===== src/rtl/serial_term_tx.sv =====
// serial_term_tx: FIFO-buffered 8N1/8N2 serial transmitter for the Altair console rx pin.
// One down-counter times every start, data, stop and gap period and reloads at each boundary.
module serial_term_tx #(
  parameter int CLOCK      = 50000000,
  parameter int BAUD       = 19200,
  parameter int STOP_BITS  = 1,
  parameter int FIFO_DEPTH = 16,
  parameter int GAP_CYCLES = 0
) (
  input  logic                        clk,
  input  logic                        rst_n,
  input  logic [7:0]                  data_in,
  input  logic                        wr,
  output logic                        full,
  output logic                        empty,
  output logic [$clog2(FIFO_DEPTH):0] level,
  output logic                        overflow,
  output logic                        busy,
  output logic                        tx
);

  localparam int DIV      = (CLOCK + BAUD / 2) / BAUD;
  localparam int AW       = $clog2(FIFO_DEPTH);
  localparam int PW       = AW + 1;
  localparam int STOP_LEN = STOP_BITS * DIV;
  localparam int MAX_A    = (DIV > GAP_CYCLES) ? DIV : GAP_CYCLES;
  localparam int MAX_CNT  = (MAX_A > 2 * DIV) ? MAX_A : 2 * DIV;
  localparam int CW       = $clog2(MAX_CNT + 1);

  localparam logic [CW-1:0] CNT_ZERO  = {CW{1'b0}};
  localparam logic [CW-1:0] CNT_ONE   = CW'(1);
  localparam logic [CW-1:0] BIT_LOAD  = CW'(DIV - 1);
  localparam logic [CW-1:0] STOP_LOAD = CW'(STOP_LEN - 1);
  localparam logic [CW-1:0] GAP_LOAD  = CW'((GAP_CYCLES > 0) ? GAP_CYCLES - 1 : 0);
  localparam logic [PW-1:0] PTR_ONE   = PW'(1);
  localparam logic [PW-1:0] LVL_FULL  = PW'(FIFO_DEPTH);

  typedef enum logic [2:0] {
    S_IDLE  = 3'd0,
    S_START = 3'd1,
    S_DATA  = 3'd2,
    S_STOP  = 3'd3,
    S_GAP   = 3'd4
  } state_t;

  logic [7:0]    mem_q [FIFO_DEPTH];
  logic [PW-1:0] wptr_q, rptr_q, wptr_d, rptr_d;
  logic [PW-1:0] level_q, level_d;
  logic          full_q, full_d, empty_q, empty_d;
  logic          overflow_q;

  state_t        state_q;
  logic [CW-1:0] cnt_q;
  logic [2:0]    bit_q;
  logic [7:0]    shift_q;
  logic          tx_q, busy_q;

  logic          push_s, pop_s, frame_end_s;
  logic [7:0]    head_s;

  assign push_s = wr && !full_q;
  assign head_s = mem_q[rptr_q[AW-1:0]];
  assign pop_s  = !empty_q && ((state_q == S_IDLE) || frame_end_s);

  // Last cycle of a frame: end of the stop bits when there is no gap, else end of the gap.
  always_comb begin
    frame_end_s = 1'b0;
    case (state_q)
      S_STOP:  frame_end_s = (cnt_q == CNT_ZERO) && (GAP_CYCLES == 0);
      S_GAP:   frame_end_s = (cnt_q == CNT_ZERO);
      default: frame_end_s = 1'b0;
    endcase
  end

  // Next pointer values and the occupancy flags derived from them.
  always_comb begin
    wptr_d = wptr_q;
    rptr_d = rptr_q;
    if (push_s) begin
      wptr_d = wptr_q + PTR_ONE;
    end else begin
      wptr_d = wptr_q;
    end
    if (pop_s) begin
      rptr_d = rptr_q + PTR_ONE;
    end else begin
      rptr_d = rptr_q;
    end
    level_d = wptr_d - rptr_d;
    full_d  = (level_d == LVL_FULL);
    empty_d = (level_d == {PW{1'b0}});
  end

  // Character storage; contents need no reset since the pointers define validity.
  always_ff @(posedge clk) begin
    if (push_s) begin
      mem_q[wptr_q[AW-1:0]] <= data_in;
    end
  end

  // FIFO pointers, registered status flags and the dropped-write pulse.
  always_ff @(posedge clk or negedge rst_n) begin
    if (!rst_n) begin
      wptr_q     <= {PW{1'b0}};
      rptr_q     <= {PW{1'b0}};
      level_q    <= {PW{1'b0}};
      full_q     <= 1'b0;
      empty_q    <= 1'b1;
      overflow_q <= 1'b0;
    end else begin
      wptr_q     <= wptr_d;
      rptr_q     <= rptr_d;
      level_q    <= level_d;
      full_q     <= full_d;
      empty_q    <= empty_d;
      overflow_q <= wr && full_q;
    end
  end

  // Frame sequencer; a pop at IDLE or frame end overrides the case result and starts a new frame.
  always_ff @(posedge clk or negedge rst_n) begin
    if (!rst_n) begin
      state_q <= S_IDLE;
      cnt_q   <= CNT_ZERO;
      bit_q   <= 3'd0;
      shift_q <= 8'd0;
      tx_q    <= 1'b1;
      busy_q  <= 1'b0;
    end else begin
      case (state_q)
        S_IDLE: begin
          tx_q   <= 1'b1;
          busy_q <= 1'b0;
        end
        S_START: begin
          if (cnt_q == CNT_ZERO) begin
            state_q <= S_DATA;
            cnt_q   <= BIT_LOAD;
            tx_q    <= shift_q[0];
          end else begin
            cnt_q <= cnt_q - CNT_ONE;
          end
        end
        S_DATA: begin
          if (cnt_q == CNT_ZERO) begin
            if (bit_q == 3'd7) begin
              state_q <= S_STOP;
              cnt_q   <= STOP_LOAD;
              tx_q    <= 1'b1;
            end else begin
              shift_q <= {1'b0, shift_q[7:1]};
              bit_q   <= bit_q + 3'd1;
              cnt_q   <= BIT_LOAD;
              tx_q    <= shift_q[1];
            end
          end else begin
            cnt_q <= cnt_q - CNT_ONE;
          end
        end
        S_STOP: begin
          if (cnt_q == CNT_ZERO) begin
            if (GAP_CYCLES > 0) begin
              state_q <= S_GAP;
              cnt_q   <= GAP_LOAD;
            end else begin
              state_q <= S_IDLE;
              busy_q  <= 1'b0;
            end
          end else begin
            cnt_q <= cnt_q - CNT_ONE;
          end
        end
        S_GAP: begin
          if (cnt_q == CNT_ZERO) begin
            state_q <= S_IDLE;
            busy_q  <= 1'b0;
          end else begin
            cnt_q <= cnt_q - CNT_ONE;
          end
        end
        default: begin
          state_q <= S_IDLE;
          tx_q    <= 1'b1;
          busy_q  <= 1'b0;
        end
      endcase
      if (pop_s) begin
        state_q <= S_START;
        cnt_q   <= BIT_LOAD;
        bit_q   <= 3'd0;
        shift_q <= head_s;
        tx_q    <= 1'b0;
        busy_q  <= 1'b1;
      end
    end
  end

  assign full     = full_q;
  assign empty    = empty_q;
  assign level    = level_q;
  assign overflow = overflow_q;
  assign busy     = busy_q;
  assign tx       = tx_q;

endmodule


===== config.mk =====
export PLATFORM = sky130hd
export DESIGN_NAME = serial_term_tx
export DESIGN_NICKNAME = d
export VERILOG_FILES = /design/src/rtl/serial_term_tx.sv
export SDC_FILE = /design/constraint.sdc
export NUM_CORES = 1
export LEC_CHECK = 0
export BUFFER_PORTS_ARGS = -buffer_cell sky130_fd_sc_hd__buf_2
export CORE_MARGIN = 2
export CORE_UTILIZATION = 28
export DETAILED_ROUTE_END_ITERATION = 7
export GPL_ROUTABILITY_DRIVEN = 0
export PLACE_DENSITY = 0.49
export RECOVER_POWER = 50
export SYNTH_ARGS = -nofsm -noshare
export SYNTH_HDL_FRONTEND = slang
export SYNTH_SLANG_ARGS = --single-unit

===== constraint.sdc =====
create_clock -name clk -period 6.57 [get_ports clk]
set_clock_uncertainty 0.1 [all_clocks]
set_input_delay 0.9855 -clock clk [delete_from_list [all_inputs] [get_ports clk]]
set_output_delay 0.9855 -clock clk [all_outputs]
set_load 0.005 [all_outputs]

# Yosys cells after proc, flatten, opt, wreduce, memory -nomap -nowiden
# Memory sizes are Yosys's and may differ from the RTL's.
# Index checks and enable logic that the tools add are counted.
# op_classes
n_eq_ne	15
n_reduce_logical	19
add_sub_neg	5
mux	31
# ops
operator	count
$mux W13	3
$mux W8	4
$mux W3	9
$pmux W13 S2	1
$logic_not A13 Y1	1
$sub A13 B1 Y13 const B	1
$ne A3 B3 Y1 const B	4
$pmux W3 S4	1
$add A5 B1 Y5 const B	2
$mux W5	2
$mux W1	9
$eq A3 B2 Y1 const B	2
$eq A3 B3 Y1 const B	2
$reduce_and A3 Y1	2
$eq A5 B5 Y1 const B	1
$logic_not A5 Y1	1
$reduce_and A5 Y1	1
$sub A5 B5 Y5	1
$ne A2 B1 Y1 const B	2
$ne A2 B2 Y1 const B	2
$reduce_and A2 Y1	2
$reduce_bool A2 Y1	2
$reduce_or A2 Y1	2
$add A3 B1 Y3 const B	1
9 further kinds	12
# totals
memories	1
out_inout_bits	10
ramBits	128
inputBits	11
elab_cells	83
regBits	47
# mem_list
name	depth	word_bits	rd	rd_ports_with_merged_regs	write_ports	line	text
mem_q	16	8	1	0	1	46	logic [7:0] mem_q [FIFO_DEPTH];

# Depth between registers and ports, before layout
# Gate-level depths: netlist of the first run.
# logic_depth
word_depth	8
mapped_depth	14
mapped_depth_nobuf	13

# Worst setup path before layout of the first run
# OpenSTA, ideal clock, no wires.
# synth_path
path_type	register -> register
startpoint	register cnt_q[0]
endpoint	register empty_q (netlist: empty)
arrival_ns	3.650
setup_time_ns	0.075
path_stages_with_launch	15
synth_period_minus_slack_ns	3.824
path_slack_ns	2.746
required_time_ns	6.395
n_path_buf	1
cell_sequence	dfrtp_1 > inv_1 > ha_1 > or4b_1 > nor4_1 > o21ai_1 > buf_2 > xnor2_1 > ha_1 > fa_1 > inv_1 > or3_1 > nor4b_1 > o211ai_1 > mux2i_1
# synth_via
elab_chain_len	7
# synth_lines
element	line	text
from (decl)	53	logic [CW-1:0] cnt_q;
from (signal assigned)	141	cnt_q <= cnt_q - CNT_ONE;
from (signal assigned)	157	cnt_q <= cnt_q - CNT_ONE;
from (signal assigned)	170	cnt_q <= cnt_q - CNT_ONE;
$logic_not A13 Y1	69, 70	
$mux W1	-	
$logic_or A1 B1 Y1	63	assign pop_s = !empty_q && ((state_q == S_IDLE) || frame_end_s);
$logic_and A1 B1 Y1	63	
$mux W5	84	if (pop_s) begin
net rptr_d[0]	47	logic [PW-1:0] wptr_q, rptr_q, wptr_d, rptr_d;
$sub A5 B5 Y5	89	level_d = wptr_d - rptr_d;
net level_d[1]	48	logic [PW-1:0] level_q, level_d;
$logic_not A5 Y1	91	empty_d = (level_d == {PW{1'b0}});
net empty_d	49	logic full_q, full_d, empty_q, empty_d;
to (signal assigned)	115	empty_q <= empty_d;
to (decl)	49	
# The timed path passes the listed nets, and every way through them passes these cells.
# A chain may end at the register's enable or synchronous reset.

# Worst setup path after layout of the first run
# layout_path
startpoint	register cnt_q[0]
endpoint	register full_q (netlist: full)
# layout_via
elab_chain_len	7
# layout_lines
element	line	text
$logic_not A13 Y1	69, 70	
$mux W1	-	
$logic_or A1 B1 Y1	63	
$logic_and A1 B1 Y1	63	
$mux W5	84	
net rptr_d[0]	47	
$sub A5 B5 Y5	89	
net level_d[1]	48	
$eq A5 B5 Y1	90	full_d = (level_d == LVL_FULL);
net full_d	49	
to (signal assigned)	114	full_q <= full_d;
to (decl)	49	
# The timed path passes the listed nets, and every way through them passes these cells.

==> key figures, run 1 <==
Power
  • Leak: 2.99 nW
  • Peak supply drop: 0.185 mV
  • Pwr Total: 2.76 mW
  • PwrDens: 327 nW/µm²

STA
  • Final period utilization: 66.5%
  • Worst Max-Slew Pin Slew: 2.50 ns
  • # setup viols final: 0
  • Slew Viols, Final: 47
  • Fin crit period: 4.37 ns
  • Setup TNS: 0 ns
  • Setup ws final: 2.20 ns
  • RSZ-0062 raised after global routing: false
  • Fmax: 0.229 GHz
  • Hold_ws: 0.391 ns
  • Hold Vio Cnt, Final: 0
  • Slew headroom: -67.0%

GRT
  • Initial antenna violation count: 0
  • Gr ovfl total: 0
  • First-pass GRT wire length: 24.7 mm
  • GRT Resource Usage Total: 11.8%
  • Largest net degree at the start of global routing: 47
  • Number of global-route vias before repair: 4192

Flow run
  • Max Cap Viol: 1

Worst setup path
  • Slowest stage delay, CP: 0.54 ns
  • Worst-path maximum fanout: 16
  • Worst Path Buf+Inv: 2
  • Critical path's top delay family: simple AND/OR/NAND/NOR gates
  • R2r startpoint: cnt_q[0]
  • Setup crit end kind: flip-flop
  • Setup crit start kind: flip-flop
  • WP data required: 6.82 ns
  • R2r setup slk: 2.20 ns
  • Worst Setup Path Type: flip-flop to flip-flop
  • Max stage delay cell, worst path: or4b_1
  • Critical path cell sequence: inv_1 -> ha_1 -> or4b_1 -> nor4_1 -> o21ai_1 -> xnor2_1 -> ha_1 -> fa_1 -> inv_1 -> or3_1 -> nor4b_1 -> o211ai_1 -> mux2i_1
  • Worst EP arrival: 4.61 ns
  • Reg2reg end: full
  • Reg2reg path depth: 13

Clock network
  • # Post-CTS Setup Buffers: 0
  • # resized after CTS: 0
  • Reg clk slew, reported paths: 0.07 ns
  • CTS Buf Count: 17
  • Htree depth: 4
  • CTS sink cnt: 174
  • Clk buf depth: 2
  • Skew-Pair Late Insertion Delay: 0.43 ns
  • Hold_buf cts: 0
  • CTS tree: done
  • CTS root buf: clkbuf_16

Final layout
  • N_diodes: 0
  • Final Net Count: 527
  • Area of the multi-input gates: 2250 µm²
  • Sequential Area: 5000 µm²
  • # fillers: 2549
  • Commonest non-fill, non-tap cell in the layout: edfxtp_1
  • Layout area overhead: 14.4%
  • Most frequent cells in the layout: edfxtp_1, dfrtp_1, nor2_1
  • Share of cells above drive strength 1: 18.2%

Min path
  • Hold crit path type: flip-flop to flip-flop
  • Min-delay src: cnt_q[12]
  • Hold Crit Depth: 1
  • Worst hold endpoint: cnt_q[12]

Detailed routing
  • Vias per cell: 4.78
  • Final wirelength: 15.7 mm
  • Antenna Nets Post-Route: 0
  • Pre-antenna DRT Iters: 4
  • Initial DRC count: 355
  • DR vias: 4048
  • DRC errors left: 0
  • Wire per inst: 18.5 µm

Yosys
  • Post-synth EDFFs: 128
  • Post-Syn Area per Cell: 15.7 µm²
  • Sequential cell area fraction in the yosys report: 67.6%
  • Post-synth net total: 501
  • Ys async rst share: 26.4%
  • Cell area after synthesis: 7400 µm²
  • Mapped Cells: 472
  • Synth Flop Type: edfxtp_1
  • Netlist cell types: 48
  • FF+latch count, synth: 174
  • Syn. warnings: 0

Placement
  • # port buffers: 20
  • Pre-CTS WS: 2.20 ns
  • DP HPWL: 10.1 mm

Floorplan
  • Die W: 167 µm
  • I/O pin count: 21
  • Core ar.: 26000 µm²
  • Row count: 59
  • Die Span Y: 167 µm
  • Initial core utilization: 28.5%
  • DIE AREA: 27700 µm²

Run status
  • Status: complete, but fails checks
  • Failing checks: max-capacitance violations, max-slew violations
how the worst max path moves through the flow:
stage                        start    end  slack (ns)  depth (start not counted)
after floorplan           cnt_q[0]  empty        2.75                         14
after global placement    cnt_q[0]  empty        2.35                         13
after detailed placement  cnt_q[0]  empty        2.20                         13
after CTS                 cnt_q[0]   full        2.17                         13
after global routing      cnt_q[0]  empty        1.72                         13
final                     cnt_q[0]   full        2.20                         13
where the power goes:
group / switching [mW] / internal, mW / leakage (nW)
Clock: 0.485 / 0.516 / 0.291
Sequential: 0.0555 / 1.31 / 1.69
Combinational: 0.244 / 0.151 / 1.01
per-stage QoR:
step	cell area [µm²]	util, %	cells
detailed placement	7880	30.3	814
finish	8460	32.6	846
global placement	7880	30.3	814
CTS	8470	32.6	846
floorplan	7400	-	472
global route	8460	32.6	846
metal layers:
layer / part of all wire [%] / global-route usage, % / vias up
met5: 0 / 0 / -
met1: 48 / 15.9 / 2098
met2: 48 / 19.0 / 69
met4: 1.4 / 3.41 / 0
met3: 3.0 / 3.09 / 14
li1: - / - / 1867
layout make-up:
class,count,share of cell area [%]
Clock inverter,14,1.98
Timing Repair Buffer,26,1.54
Inverter,16,0.710
Tap cell,335,4.95
Sequential cell,174,59.1
Clock buffer,18,5.07
Multi-Input combinational cell,263,26.6
cell usage after synthesis, drive strengths merged (2+ instances only):
| cell type | number | area, µm² |
|---|---|---|
| buf | 7 | 41.3 |
| nand2 | 25 | 96.4 |
| xnor2 | 9 | 78.8 |
| nand2b | 5 | 31.3 |
| o21ai | 27 | 135 |
| dfrtp | 44 | 1100 |
| nor3 | 9 | 45.0 |
| a21oi | 13 | 72.6 |
| a22oi | 15 | 113 |
| or4 | 9 | 75.1 |
| and2 | 3 | 18.8 |
| mux2i | 14 | 140 |
| a21o | 4 | 30.0 |
| nand3 | 6 | 30.0 |
| nor4 | 2 | 12.5 |
| ha | 17 | 213 |
| nand4 | 2 | 12.5 |
| mux4 | 32 | 721 |
| inv | 16 | 60.1 |
| nor2 | 33 | 124 |
| dfstp | 2 | 52.6 |
| xor2 | 3 | 26.3 |
| o31ai | 5 | 42.5 |
| or3 | 2 | 12.5 |
| and3 | 8 | 50.1 |
| edfxtp | 128 | 3840 |
| nor2b | 6 | 37.5 |
| clkbuf | 12 | 45.0 |
state kept, by name, summed over array words and instances, names as in the netlist:
name and cells:
full 1, overflow 1, wptr_q 5, busy 1, empty 1, shift_q 8, level 5, mem_q 128
rptr_q 5, bit_q 3, state_q 2, cnt_q 13, tx 1
cell families (layout without fill, tap and decap cells):
family / count (synthesis) / count (layout) / share of synthesized area (%)
adder cells (fa/ha/maj): 18 / 18 / 3.15
buffers and inverters: 35 / 74 / 1.98
flip-flops: 174 / 174 / 67.6
multiplexers: 47 / 47 / 11.8
AND/OR/NAND/NOR: 116 / 116 / 8.07
XOR/XNOR: 12 / 12 / 1.42
AO/OA/AOI/OAI: 70 / 70 / 6.04
Power figures use the tool's default switching activity.
==> run 2, diff against run 1 <==
==> constraint.sdc (replaced) <==
create_clock -name clk -period 4.4 [get_ports clk]
set_clock_uncertainty 0.1 [all_clocks]
set_input_delay 0.66 -clock clk [delete_from_list [all_inputs] [get_ports clk]]
set_output_delay 0.66 -clock clk [all_outputs]
set_load 0.005 [all_outputs]
==> run 2 against run 1 <==
  * The run still ends with max-capacitance violations, max-slew violations left
  * Routed wire length grew 0.58%
  * Power up 54%
  * Register-to-register slack got worse by 1.9 ns
  * Sequential share of layout area fell by 0.32 points
  * Cell count grew 0.24%
  * Critical endpoint is now empty
  * Largest power group unchanged
  * Highest routed layer unchanged
==> key figures, run 2 (synthesized netlist as in run 1, its figures left out) <==
Final layout
  • N_diodes: 0 (unchanged)
  • Fin area: 8500 µm² (+0.52%)
  • Post-Route Utilization: 32.7% (+0.17 points)
  • Commonest non-fill, non-tap cell in the layout: edfxtp_1
  • Final Net Count: 529 (+0.38%)
  • Share of cells above drive strength 1: 18.3% (+0.12 points)
  • Most frequent cells in the layout: edfxtp_1, dfrtp_1, nor2_1
  • Max reg flops: 128 (unchanged)
  • # fillers: 2544 (-0.20%)
  • Layout area overhead: 15.0%

Floorplan
  • Die W: 167 µm (unchanged)
  • Row count: 59 (unchanged)
  • Core ar.: 26000 µm² (unchanged)
  • I/O pin count: 21 (unchanged)
  • Die Span Y: 167 µm (unchanged)
  • DIE AREA: 27700 µm² (unchanged)
  • Initial core utilization: 28.5% (unchanged)

STA
  • Worst Max-Slew Pin Slew: 2.58 ns (+0.0723 ns)
  • Slew Viols, Final: 47 (unchanged)
  • Hold Vio Cnt, Final: 0 (unchanged)
  • Final period utilization: 93.3% (+27 points)
  • # setup viols final: 0 (unchanged)
  • Slew headroom: -71.8% (-4.8 points)
  • Fmax: 0.244 GHz (+6.4%)
  • RSZ-0062 raised after global routing: false
  • Setup ws final: 0.297 ns (-1.91 ns)
  • Fin crit period: 4.10 ns (-0.263 ns)
  • Setup TNS: 0 ns (unchanged)

Placement
  • DP Area: 7890 µm² (+0.17%)
  • DP HPWL: 10.4 mm (+2.4%)
  • # port buffers: 20 (unchanged)
  • Pre-CTS WS: 0.354 ns (-1.84 ns)

Detailed routing
  • DRC errors left: 0 (unchanged)
  • Antenna Nets Post-Route: 0 (unchanged)
  • Final wirelength: 15.8 mm (+0.58%)
  • DR vias: 4003 (-1.1%)
  • Initial DRC count: 353 (-0.56%)
  • Pre-antenna DRT Iters: 5 (+1)
  • Vias per cell: 4.72 (-1.3%)
  • Wire per inst: 18.6 µm (+0.34%)

Clock network
  • Skew-Pair Late Insertion Delay: 0.43 ns (about the same)
  • Hold_buf cts: 0 (unchanged)
  • # Post-CTS Setup Buffers: 0 (unchanged)
  • Clk buf depth: 2 (unchanged)
  • CTS sink cnt: 174 (unchanged)
  • Htree depth: 4 (unchanged)
  • CTS tree: done
  • CTS root buf: clkbuf_16
  • Reg clk slew, reported paths: 0.07 ns (about the same)
  • CTS Buf Count: 17 (unchanged)
  • # resized after CTS: 0 (unchanged)

Power
  • Peak supply drop: 0.271 mV (+47%)
  • PwrDens: 499 nW/µm² (+53%)
  • Leak: 3.02 nW (+1.1%)

Worst setup path
  • Critical path cell sequence: inv_1 -> ha_1 -> or4b_1 -> nor4_1 -> o21ai_1 -> xnor2_1 -> ha_1 -> fa_1 -> inv_1 -> or3_1 -> nor4b_1 -> o211ai_1 -> mux2i_1
  • Max stage delay cell, worst path: or4b_1
  • CP startpoint: cnt_q[0]
  • R2r startpoint: cnt_q[0]
  • Worst Setup Path Type: flip-flop to flip-flop
  • WP data required: 4.64 ns (-2.18 ns)
  • Setup crit end kind: flip-flop
  • Setup crit start kind: flip-flop
  • Worst EP arrival: 4.35 ns (-0.26 ns)
  • Worst-path maximum fanout: 6 (-10)
  • Slowest stage delay, CP: 0.54 ns (about the same)

Flow run
  • Max Cap Viol: 1 (unchanged)

GRT
  • Gr ovfl total: 0 (unchanged)
  • Initial antenna violation count: 0 (unchanged)
  • Largest net degree at the start of global routing: 47 (unchanged)
  • First-pass GRT wire length: 24.9 mm (+0.64%)
  • Number of global-route vias before repair: 4195 (+0.072%)
  • GRT Resource Usage Total: 11.9% (+0.031 points)

Run status
  • Failing checks: max-capacitance violations, max-slew violations
  • Status: complete, but fails checks

Min path
  • Min-delay src: wr
  • Hold crit path type: primary input to flip-flop
## run 2: worst paths after layout
check / end / slack [ns] / cells after the start
setup / recovery: empty / 0.30 / 13
hold / removal: overflow / 0.39 / 2
setup reg to reg: empty / 0.30 / 13
hold reg to reg: shift_q[7] / 0.41 / 2
max in group asynchronous: rptr_q[0] / 1.62 / 1
min in group asynchronous: level[2] / 0.93 / 1
## run 2: where the power goes
part | total, mW | internal [mW] | switching [mW]
clock network | 1.60 | 0.921 | 0.683
logic | 0.599 | 0.226 | 0.373
registers | 2.04 | 1.96 | 0.0822
## run 2: critical path: cells and delay by family (launching register included)
| kind | cells | cell delay, ns |
|---|---|---|
| flip-flops | 1 | 0.43 |
| AO/OA/AOI/OAI | 2 | 0.35 |
| AND/OR/NAND/NOR | 4 | 1.75 |
| XOR/XNOR | 1 | 0.18 |
| multiplexers | 1 | 0.18 |
| buffers and inverters | 2 | 0.16 |
| adder cells (fa/ha/maj) | 3 | 0.87 |
## run 2: final cells by class
type	instances	area, µm²	share of cell area (%)
Sequential cell	174	5000	58.8
Multi-Input combinational cell	263	2250	26.5
Clock buffer	18	429	5.05
Timing Repair Buffer	28	149	1.75
Inverter	16	60.1	0.706
Tap cell	335	419	4.93
Clock inverter	14	194	2.28
## run 2: layer usage
| metal | up-vias | routed length [µm] | GRT usage [%] |
|---|---|---|---|
| met5 | - | 0 | 0 |
| met4 | 0 | 95 | 2.92 |
| met3 | 6 | 574 | 3.23 |
| met2 | 80 | 7590 | 19.2 |
| met1 | 2039 | 7520 | 15.9 |
| li1 | 1878 | - | - |
## run 2: metrics by stage
stage / instances / total power [mW] / hold WS, ns
finish: 848 / 4.24 / 0.390
global route: 848 / 4.44 / 0.407
CTS: 848 / 4.30 / 0.363
detailed placement: 816 / 2.69 / 0.375
global placement: 816 / 2.66 / 0.379
floorplan: 472 / 2.44 / 0.264
